===== config.mk =====
export PLATFORM = sky130hd
export DESIGN_NAME = i2s_mic_rx
export DESIGN_NICKNAME = d
export VERILOG_FILES = /design/src/rtl/i2s_mic_rx.sv
export SDC_FILE = /design/constraint.sdc
export NUM_CORES = 1
export LEC_CHECK = 0
export ABC_AREA = 1
export CORE_MARGIN = 5
export CORE_UTILIZATION = 59
export CTS_CLUSTER_DIAMETER = 100
export CTS_CLUSTER_SIZE = 8
export DETAILED_ROUTE_END_ITERATION = 6
export PLACE_DENSITY_LB_ADDON = 0.05
export SYNTH_ARGS = -nofsm -noshare
export SYNTH_HDL_FRONTEND = slang
export SYNTH_SLANG_ARGS = --single-unit

===== constraint.sdc =====
create_clock -name clk -period 3.4 [get_ports clk]
set_input_delay 0.68 -clock clk [delete_from_list [all_inputs] [get_ports clk]]
set_output_delay 0.68 -clock clk [all_outputs]
set_load 0.02 [all_outputs]

===== src/rtl/i2s_mic_rx.sv =====
// I2S receiver for a MEMS microphone: generates bit clock and word select from clk,
// deserialises mic_dout and hands each captured slot out on a valid/ready stream.
module i2s_mic_rx #(
  parameter int CLK_DIV     = 8,
  parameter int SLOT_BITS   = 32,
  parameter int SAMPLE_BITS = 18,
  parameter int CHANNEL     = 0
) (
  input  logic                   clk,
  input  logic                   reset,
  input  logic                   enable,
  output logic                   mic_clk,
  output logic                   mic_ws,
  input  logic                   mic_dout,
  output logic [SAMPLE_BITS-1:0] sample_data,
  output logic                   sample_right,
  output logic                   sample_valid,
  input  logic                   sample_ready,
  output logic                   overflow,
  input  logic                   clear_ovf
);

  localparam int FRAME_BITS = 2 * SLOT_BITS;
  localparam int BW = $clog2(FRAME_BITS);
  localparam int DW = $clog2(CLK_DIV);
  localparam logic [DW-1:0] DIV_LAST   = DW'(CLK_DIV - 1);
  localparam logic [BW-1:0] FRAME_LAST = BW'(FRAME_BITS - 1);
  localparam logic [BW-1:0] SLOT_LEN   = BW'(SLOT_BITS);
  localparam logic [BW-1:0] LAST_POS   = BW'(SAMPLE_BITS);

  logic [DW-1:0]          div_q, div_d;
  logic                   sck_q, sck_d;
  logic                   ws_q, ws_d;
  logic [BW-1:0]          bit_q, bit_d;
  logic [SAMPLE_BITS-1:0] shift_q, shift_d;
  logic [SAMPLE_BITS-1:0] data_q, data_d;
  logic                   right_q, right_d;
  logic                   valid_q, valid_d;
  logic                   ovf_q, ovf_d;

  logic          div_wrap;
  logic          slot_right;
  logic          chan_ok;
  logic [BW-1:0] pos;
  logic          capture;
  logic          complete;

  always_comb begin
    div_wrap   = (div_q == DIV_LAST);
    slot_right = (bit_q >= SLOT_LEN);
    pos        = slot_right ? (bit_q - SLOT_LEN) : bit_q;
    chan_ok    = (CHANNEL == 2) || ((CHANNEL == 1) == slot_right);
    // Sample on the last high-phase cycle; the mic launched this bit on our previous fall.
    capture    = enable && sck_q && div_wrap && chan_ok &&
                 (pos != '0) && (pos <= LAST_POS);
    complete   = capture && (pos == LAST_POS);

    div_d   = div_q;
    sck_d   = sck_q;
    ws_d    = ws_q;
    bit_d   = bit_q;
    shift_d = shift_q;
    data_d  = data_q;
    right_d = right_q;
    valid_d = valid_q;
    ovf_d   = ovf_q;

    if (!enable) begin
      div_d   = '0;
      sck_d   = 1'b0;
      ws_d    = 1'b0;
      bit_d   = '0;
      shift_d = '0;
    end else begin
      if (div_wrap) begin
        div_d = '0;
        sck_d = ~sck_q;
        if (sck_q) begin
          bit_d = (bit_q == FRAME_LAST) ? '0 : bit_q + 1'b1;
          ws_d  = (bit_d >= SLOT_LEN);
        end
      end else begin
        div_d = div_q + 1'b1;
      end
      if (capture) begin
        shift_d    = shift_q << 1;
        shift_d[0] = mic_dout;
      end
    end

    if (valid_q && sample_ready) valid_d = 1'b0;
    if (clear_ovf) ovf_d = 1'b0;
    // A transfer on the completion cycle frees the register for the new sample.
    if (complete) begin
      if (!valid_q || sample_ready) begin
        data_d  = shift_d;
        right_d = slot_right;
        valid_d = 1'b1;
      end else begin
        ovf_d = 1'b1;
      end
    end
  end

  always_ff @(posedge clk) begin
    if (reset) begin
      div_q   <= '0;
      sck_q   <= 1'b0;
      ws_q    <= 1'b0;
      bit_q   <= '0;
      shift_q <= '0;
      data_q  <= '0;
      right_q <= 1'b0;
      valid_q <= 1'b0;
      ovf_q   <= 1'b0;
    end else begin
      div_q   <= div_d;
      sck_q   <= sck_d;
      ws_q    <= ws_d;
      bit_q   <= bit_d;
      shift_q <= shift_d;
      data_q  <= data_d;
      right_q <= right_d;
      valid_q <= valid_d;
      ovf_q   <= ovf_d;
    end
  end

  assign mic_clk      = sck_q;
  assign mic_ws       = ws_q;
  assign sample_data  = data_q;
  assign sample_right = right_q;
  assign sample_valid = valid_q;
  assign overflow     = ovf_q;

endmodule


Yosys cells after proc, flatten, opt, wreduce, memory -nomap -nowiden
Cells that the tools add are included. Widths: inputs -> output; s select.

Flip-flop bits (word level): 50. Bits of input ports: 6.

$add $sub $neg: 3. Mux-type cells: 10. Bitwise operators: 3. Eq/ne operators: 3. $lt $le $gt $ge: 3. Reductions and logical operators: 14.

Operator list (count): $mux 18 (2); $ge 6x6->1 const B (2); $mux 6 (2); $logic_and 1x1->1 (7); $add 6x1->6 const B (1); $eq 6x5->1 const B (1); $eq 6x6->1 const B (1); $le 6x5->1 const B (1); $mux 1 (6); $reduce_bool 6->1 (1); $sub 6x6->6 const B (1); $reduce_and 2->1 (2); $add 3x1->3 const B (1); $eq 3x3->1 const B (1); $not 1->1 (3); $reduce_or 3->1 (1); $reduce_or 2->1 (1); $logic_not 1->1 (1); $logic_or 1x1->1 (1).

Longest topological paths before layout
Gate-level depths: netlist of the first run.

Depth after elaboration: 7. Mapped depth: 12.

Worst setup path after synthesis of the first run
OpenSTA, ideal clock, no wires.

Path type: register to register. From: register div_q[0]. To: register data_q[0], in the netlist sample_data[0]. Path slack: 1.735 ns. Data required time: 3.286 ns. Clock period less this slack: 1.665 ns. Data arrival time: 1.551 ns. Cell stages (with the launch flop): 13. Setup time: 0.114 ns. Path through: dfxtp_1 > ha_1 > ha_1 > nand2_4 > clkinv_4 > nand2_4 > nor2_4 > buf_6 > buf_6 > nand3_1 > nand3_1 > nand2_1 > nor2b_1.

Cells in the longest elaborated chain, start to end: 7. Elaborated cells on any way between the ends: 9.

RTL lines: from (decl) (line 31) `logic [DW-1:0] div_q, div_d;`; from (signal assigned) (line 117) `div_q <= div_d;`; $eq 3x3->1 * (line 49) `div_wrap = (div_q == DIV_LAST);`; $logic_and 1x1->1 * (3 in a row) (line 54) `capture = enable && sck_q && div_wrap && chan_ok &&`; $logic_and 1x1->1 * (line 55) `(pos != '0) && (pos <= LAST_POS);`; $mux 18 or $logic_and 1x1->1 (tied branches) (line 85, 56); $mux 18 or $reduce_and 2->1 (tied branches); to (signal assigned) (line 122) `data_q <= data_d;`; to (decl) (line 36) `logic [SAMPLE_BITS-1:0] data_q, data_d;`.

Every way passes the cells marked *; elsewhere a longest branch is shown, timed or not. A chain may end at the register's enable or synchronous reset.

Worst setup path in the final report of the first run
From: register bit_q[0]. To: register data_q[2], in the netlist sample_data[2].

Cells in the longest elaborated chain, start to end: 7. Elaborated cells on any way between the ends: 14.

RTL lines: from (decl) (line 34) `logic [BW-1:0] bit_q, bit_d;`; from (signal assigned) (line 120) `bit_q <= bit_d;`; parallel branches: the longest is 7 deep, another holds $sub 6x6->6.

Several ways; the timed one is not identified.

==> results.sh, run 1 <==
export IMPL_status="completed"
export IMPL_yosysWarnings=0
export IMPL_worstPathRequired_ns=3.64
export IMPL_r2r_cells=11
export IMPL_synth_edf_count=0
export IMPL_gp_congestion=0.857
export IMPL_hold_buffers=0
export IMPL_startpoint="bit_q[0]"
export IMPL_cts_tree="built"
export IMPL_clock_skew_ns=0.00763
export IMPL_first_global_vias=1900
export IMPL_synth_area_leaders="dfxtp_1 42%, nand2_1 12%, nand3_1 8.9%"
export IMPL_relSlewSlack=0.551
export IMPL_rows=23
export IMPL_power_total_mw=0.974
export IMPL_drtIter0Drc=153
export IMPL_dp_hpwl_mm=2.98
export IMPL_power_density_nw_per_um2=359
export IMPL_fin_hold_ws_ns=0.424
export IMPL_overflow=0
export IMPL_ys_seq_area_frac=0.424
export IMPL_grt_max_degree=22
export IMPL_r2r_start="bit_q[0]"
export IMPL_path_buf_inv=2
export IMPL_post_drt_wl_per_cell_um=10.8
export IMPL_die_area_um2=5370
export IMPL_synthCells=326
export IMPL_cp_top_family="simple AND/OR/NAND/NOR gates"
export IMPL_ys_ff_latch=50
export IMPL_final_cells=404
export IMPL_r2r_end="sample_data[2]"
export IMPL_period_needed_ns=2.28
export IMPL_setup_tns_final_ns=0
export IMPL_fmax_mhz=438
export IMPL_cap_viol_max_count=0
export IMPL_setup_viol=0
export IMPL_slew_violations=0
export IMPL_h_tree_depth=2
export IMPL_endpoint_kind="flip-flop"
export IMPL_dpl_worst_slack_ns=0.847
export IMPL_synth_top_cell_area_share=0.424
export IMPL_max_stage_delay_ns=0.50
export IMPL_cp_arrival_ns=2.53
export IMPL_critPathLaunchType="flip-flop"
export IMPL_start_util=0.599
export IMPL_postCtsSetupRepairBufs=0
export IMPL_combPwrFrac=0.029
export IMPL_wirelength_mm=4.35
export IMPL_io_buffers=28
export IMPL_antenna_found_initial=0
export IMPL_remaining_drc_errors=0
export IMPL_clk_pin_slew_ns=0.09
export IMPL_gr_usage_all_layers=0.184
export IMPL_drive_gt1_frac=0.0932
export IMPL_post_route_util=0.688
export IMPL_first_pass_iters=4
export IMPL_slowest_stage="nand2_1"
export IMPL_grt_pass1_wl_mm=7.97
export IMPL_finalHoldViolations=0
export IMPL_p_sw_mw=0.214
export IMPL_p_clk_frac=0.369
export IMPL_cp_common_cell="nand2_1"
export IMPL_placedCellCount=396
export IMPL_finish_instance_area_um2=2710
export IMPL_critPathMaxFanout=21
export IMPL_area_growth_pct=14.9
export IMPL_core_um2=3940
export IMPL_postSynthAreaPerCell_um2=7.24
export IMPL_viasPerCell=4.77
export IMPL_critical_path_class="flip-flop to flip-flop"
export IMPL_cts_sinks=50
export IMPL_synth_common_cells="77 x nand2_1, 50 x dfxtp_1, 50 x inv_1"
export IMPL_die_h_um=73.3
export IMPL_die_w_um=73.3
export IMPL_path_cells="inv_1 > ha_1 > inv_1 > nand2_1 > nand2_1 > nand2_1 > nand3_2 > nand2_1 > nand3_1 > nand2_1 > nor2b_1"
export IMPL_cp_endpoint="sample_data[2]"
export IMPL_synth_cell_area_um2=2360
export IMPL_internal_power_mw=0.761
export IMPL_leakage_nw=1.18
export IMPL_ys_types=28
export IMPL_period_share=0.672
export IMPL_async_reset_ff_frac=0
export IMPL_clk_latency_ns=0.30
export IMPL_hold_path_class="flip-flop to flip-flop"
export IMPL_rsz0062_at_grt="no"
export IMPL_placed_cell_area_um2=2620
export IMPL_yosys_area_top_type="dfxtp_1"
export IMPL_antenna_cells=0
export IMPL_worstMarginPinSlew_ns=0.671
export IMPL_switching_share=0.219
export IMPL_cts_resized=0
export IMPL_setup_slack_ns=1.12
export IMPL_clk_root_buffer_cell="clkbuf_8"
export IMPL_io_pins=29
export IMPL_numCtsBuffers=5
export IMPL_reg2reg_setup_slack_ns=1.12
export IMPL_layout_nets=364
export IMPL_pwr_share_seq=0.602
export IMPL_synth_most_common_cell="nand2_1"
export IMPL_synth_nets=337
export IMPL_cp_num_cells=11
export IMPL_drtAntennaViolNets=0
export IMPL_synth_ff_type="dfxtp_1"
export IMPL_vdd_drop_max_v=0.000262
export IMPL_cts_path_max_buffers=2
export IMPL_num_vias=1929
worst min-delay path by stage:
stage              from  endpoint  slack [ns]  cells past startpoint
2_1_floorplan  div_q[0]  div_q[0]        0.40                      1
3_3_place_gp   div_q[0]  div_q[0]        0.41                      1
3_5_place_dp   div_q[0]  div_q[0]        0.42                      1
4_1_cts        div_q[0]  div_q[0]        0.43                      1
5_1_grt        div_q[0]  div_q[0]        0.45                      1
6_report       div_q[0]  div_q[0]        0.42                      1
power groups by stage:
| stage | combinational (mW) | sequential (mW) | clock (mW) |
|---|---|---|---|
| finish | 0.0283 | 0.587 | 0.359 |
| global route | 0.0307 | 0.587 | 0.390 |
| CTS | 0.0284 | 0.587 | 0.367 |
| detailed placement | 0.0282 | 0.600 | 0 |
| global placement | 0.0279 | 0.600 | 0 |
| floorplan | 0.0161 | 0.600 | 0 |
routing by layer:
metal / share of wire / track usage / vias up
met5: 0 / 0 / -
met4: 0.0092 / 0.0492 / 0
met3: 0.037 / 0.0438 / 4
met2: 0.46 / 0.304 / 36
met1: 0.50 / 0.240 / 846
li1: - / - / 1043
cells by family (layout without fill, tap and decap cells):
| kind of cell | after synthesis | in the layout | synth area share |
|---|---|---|---|
| and+or+nand+nor | 192 | 192 | 0.382 |
| buffers and inverters | 67 | 95 | 0.140 |
| DFF | 50 | 50 | 0.424 |
| AOI/OAI and AO/OA | 12 | 12 | 0.0276 |
| adders and majority gates | 5 | 5 | 0.0265 |
cells in the final DEF, fill, tap and decap left out, drive strengths merged:
cell           instances
dfxtp                 50
o21a                   1
nor2b                 18
a211oi                 1
clkinvlp               1
a21oi                  7
ha                     5
o21ai                  3
nand4                  3
clkbuf                 6
nor3                   4
clkinv                 3
clkdlybuf4s50         28
nand3                 43
buf                    5
nand2                 88
inv                   52
or2                    2
nor2                  34
sequential cells by signal, indices dropped and copies added (netlist names):
name          cells
mic_clk           1
sample_data      18
sample_valid      1
sample_right      1
mic_ws            1
overflow          1
shift_q          18
bit_q             6
div_q             3
final cells by class:
class	instances	area [um2]
fill	372	1230
multi-input combinational	209	1030
sequential	50	1000
timing repair buffer	33	318
inverter	54	208
clock buffer	6	82.6
tap	50	62.6
clock inverter	2	12.5
No activity file was read; power rests on OpenSTA's default activity.
==> run 2: changes to the inputs <==
- CORE_UTILIZATION: 59 -> 49
- clock period: 3.4 -> 1.9 ns (I/O delays scaled with it)
==> results.sh, run 2 (synthesis gave the netlist of run 1 again) <==
export IMPL_grt_max_degree=21
export IMPL_drive_gt1_frac=0.134
export IMPL_io_pins=29
export IMPL_pwr_share_seq=0.520
export IMPL_p_clk_frac=0.453
export IMPL_r2r_end="sample_data[8]"
export IMPL_cp_arrival_ns=2.02
export IMPL_setup_viol=0
export IMPL_critical_path_class="flip-flop to flip-flop"
export IMPL_clk_latency_ns=0.31
export IMPL_vdd_drop_max_v=0.000439
export IMPL_relSlewSlack=0.755
export IMPL_post_drt_wl_per_cell_um=11.1
export IMPL_viasPerCell=4.80
export IMPL_whs_path_depth=1
export IMPL_numCtsBuffers=5
export IMPL_num_vias=2013
export IMPL_final_cell_mix="77 x nand2_1, 50 x inv_1, 48 x dfxtp_1, 41 x nand3_1, 32 x nor2_1"
export IMPL_fmax_mhz=553
export IMPL_internal_power_mw=1.63
export IMPL_first_pass_iters=4
export IMPL_gr_usage_all_layers=0.162
export IMPL_clk_pin_slew_ns=0.09
export IMPL_power_density_nw_per_um2=687
export IMPL_antenna_found_initial=0
export IMPL_gp_congestion=0.821
export IMPL_rows=25
export IMPL_critPathMaxFanout=9
export IMPL_wirelength_mm=4.64
export IMPL_reg2reg_setup_slack_ns=0.09
export IMPL_worstHoldEndpoint="div_q[0]"
export IMPL_cts_path_max_buffers=2
export IMPL_layout_nets=375
export IMPL_status="completed"
export IMPL_combPwrFrac=0.027
export IMPL_endpoint_kind="flip-flop"
export IMPL_setup_tns_final_ns=0
export IMPL_period_share=0.952
export IMPL_r2r_start="div_q[0]"
export IMPL_io_buffers=28
export IMPL_clk_root_buffer_cell="clkbuf_8"
export IMPL_fill_cells=431
export IMPL_grt_pass1_wl_mm=8.03
export IMPL_setup_slack_ns=0.0918
export IMPL_dp_hpwl_mm=3.08
export IMPL_worstMarginPinSlew_ns=0.364
export IMPL_p_sw_mw=0.389
export IMPL_h_tree_depth=2
export IMPL_cts_sinks=50
export IMPL_worstPathRequired_ns=2.11
export IMPL_remaining_drc_errors=0
export IMPL_first_global_vias=1865
export IMPL_regArea_um2=1000
export IMPL_hold_path_class="flip-flop to flip-flop"
export IMPL_switching_share=0.192
export IMPL_clock_skew_ns=0.00727
export IMPL_power_total_mw=2.02
export IMPL_antenna_cells=0
export IMPL_cts_tree="built"
export IMPL_r2r_cells=11
export IMPL_area_growth_pct=24.7
export IMPL_start_util=0.503
export IMPL_drtIter0Drc=110
export IMPL_core_um2=4690
export IMPL_multi_input_area_um2=1070
export IMPL_die_h_um=79.4
export IMPL_cap_viol_max_count=0
export IMPL_dpl_worst_slack_ns=0.000761
export IMPL_drtAntennaViolNets=0
export IMPL_period_needed_ns=1.81
export IMPL_leakage_nw=1.25
export IMPL_die_area_um2=6310
export IMPL_finalHoldViolations=0
export IMPL_hold_start="div_q[0]"
export IMPL_slew_violations=0
export IMPL_overflow=0
export IMPL_critPathLaunchType="flip-flop"
export IMPL_die_w_um=79.4
export IMPL_layout_commonest_cell="nand2_1"
[run 2: cell count changes in the layout (fill, tap and decap cells not counted), sizes merged]
cell      previous run  this run
inv                 52        53
bufinv               0         2
clkinv               3         1
clkbuf               6         7
buf                  5        15
clkinvlp             1         0
[run 2: worst max path at each step]
| stage | from | to | cells past startpoint |
|---|---|---|---|
| after CTS | div_q[0] | sample_data[0] | 11 |
| after global placement | enable | sample_data[5] | 10 |
| after detailed placement | enable | sample_data[4] | 10 |
| final | div_q[0] | sample_data[8] | 11 |
| after global routing | div_q[1] | sample_data[17] | 11 |
| after floorplan | div_q[0] | sample_data[0] | 12 |
[run 2: critical path: stages, from the launching register on]
cell and delay, ns:
dfxtp_2 0.34, ha_2 0.19, ha_4 0.17, nand2_8 0.09, inv_8 0.08, nand2_4 0.05
nor2_4 0.22, clkbuf_16 0.20, nand3_1 0.07, nand3_1 0.12, nand2_1 0.07, nor2b_1 0.12
[run 2: stage by stage]
stage                      util  cells  hold WS, ns  area [um2]
final                     0.627    419        0.407        2940
after global routing      0.627    419        0.421        2940
after CTS                 0.607    416        0.429        2850
after detailed placement  0.577    408        0.411        2710
after global placement    0.577    408        0.413        2710
after floorplan               -    326        0.397        2360
[run 2: layout make-up]
class,instances,area share
inverter,54,0.0714
timing repair buffer,44,0.154
multi-input combinational,209,0.362
sequential,50,0.341
tap,54,0.0229
clock inverter,2,0.0204
clock buffer,6,0.0280
[run 2: routing by layer]
layer  up-vias  part of all wire  track usage
li1       1068                 -            -
met1       898              0.48        0.197
met2        38              0.46        0.264
met3         9             0.033       0.0406
met4         0             0.022       0.0842
met5         -                 0            0
[run 2: power groups by stage]
stage | clock (mW) | sequential, mW | combinational (mW)
floorplan | 0 | 1.07 | 0.0288
global placement | 0 | 1.07 | 0.0542
detailed placement | 0 | 1.07 | 0.0546
CTS | 0.943 | 1.05 | 0.0546
global route | 0.993 | 1.05 | 0.0607
finish | 0.917 | 1.05 | 0.0546
[run 2: repair_timing]
item	CTS	global route
endpoints found under the setup margin	0	18
hold buffers	0	0
setup buffers	0	1
resized for setup	0	11
==> run 3: changes to the inputs <==
- SLEW_MARGIN: not set -> 30
==> results of run 3 <==
The final DEF is identical to that of run 2; final timing and power are the same.
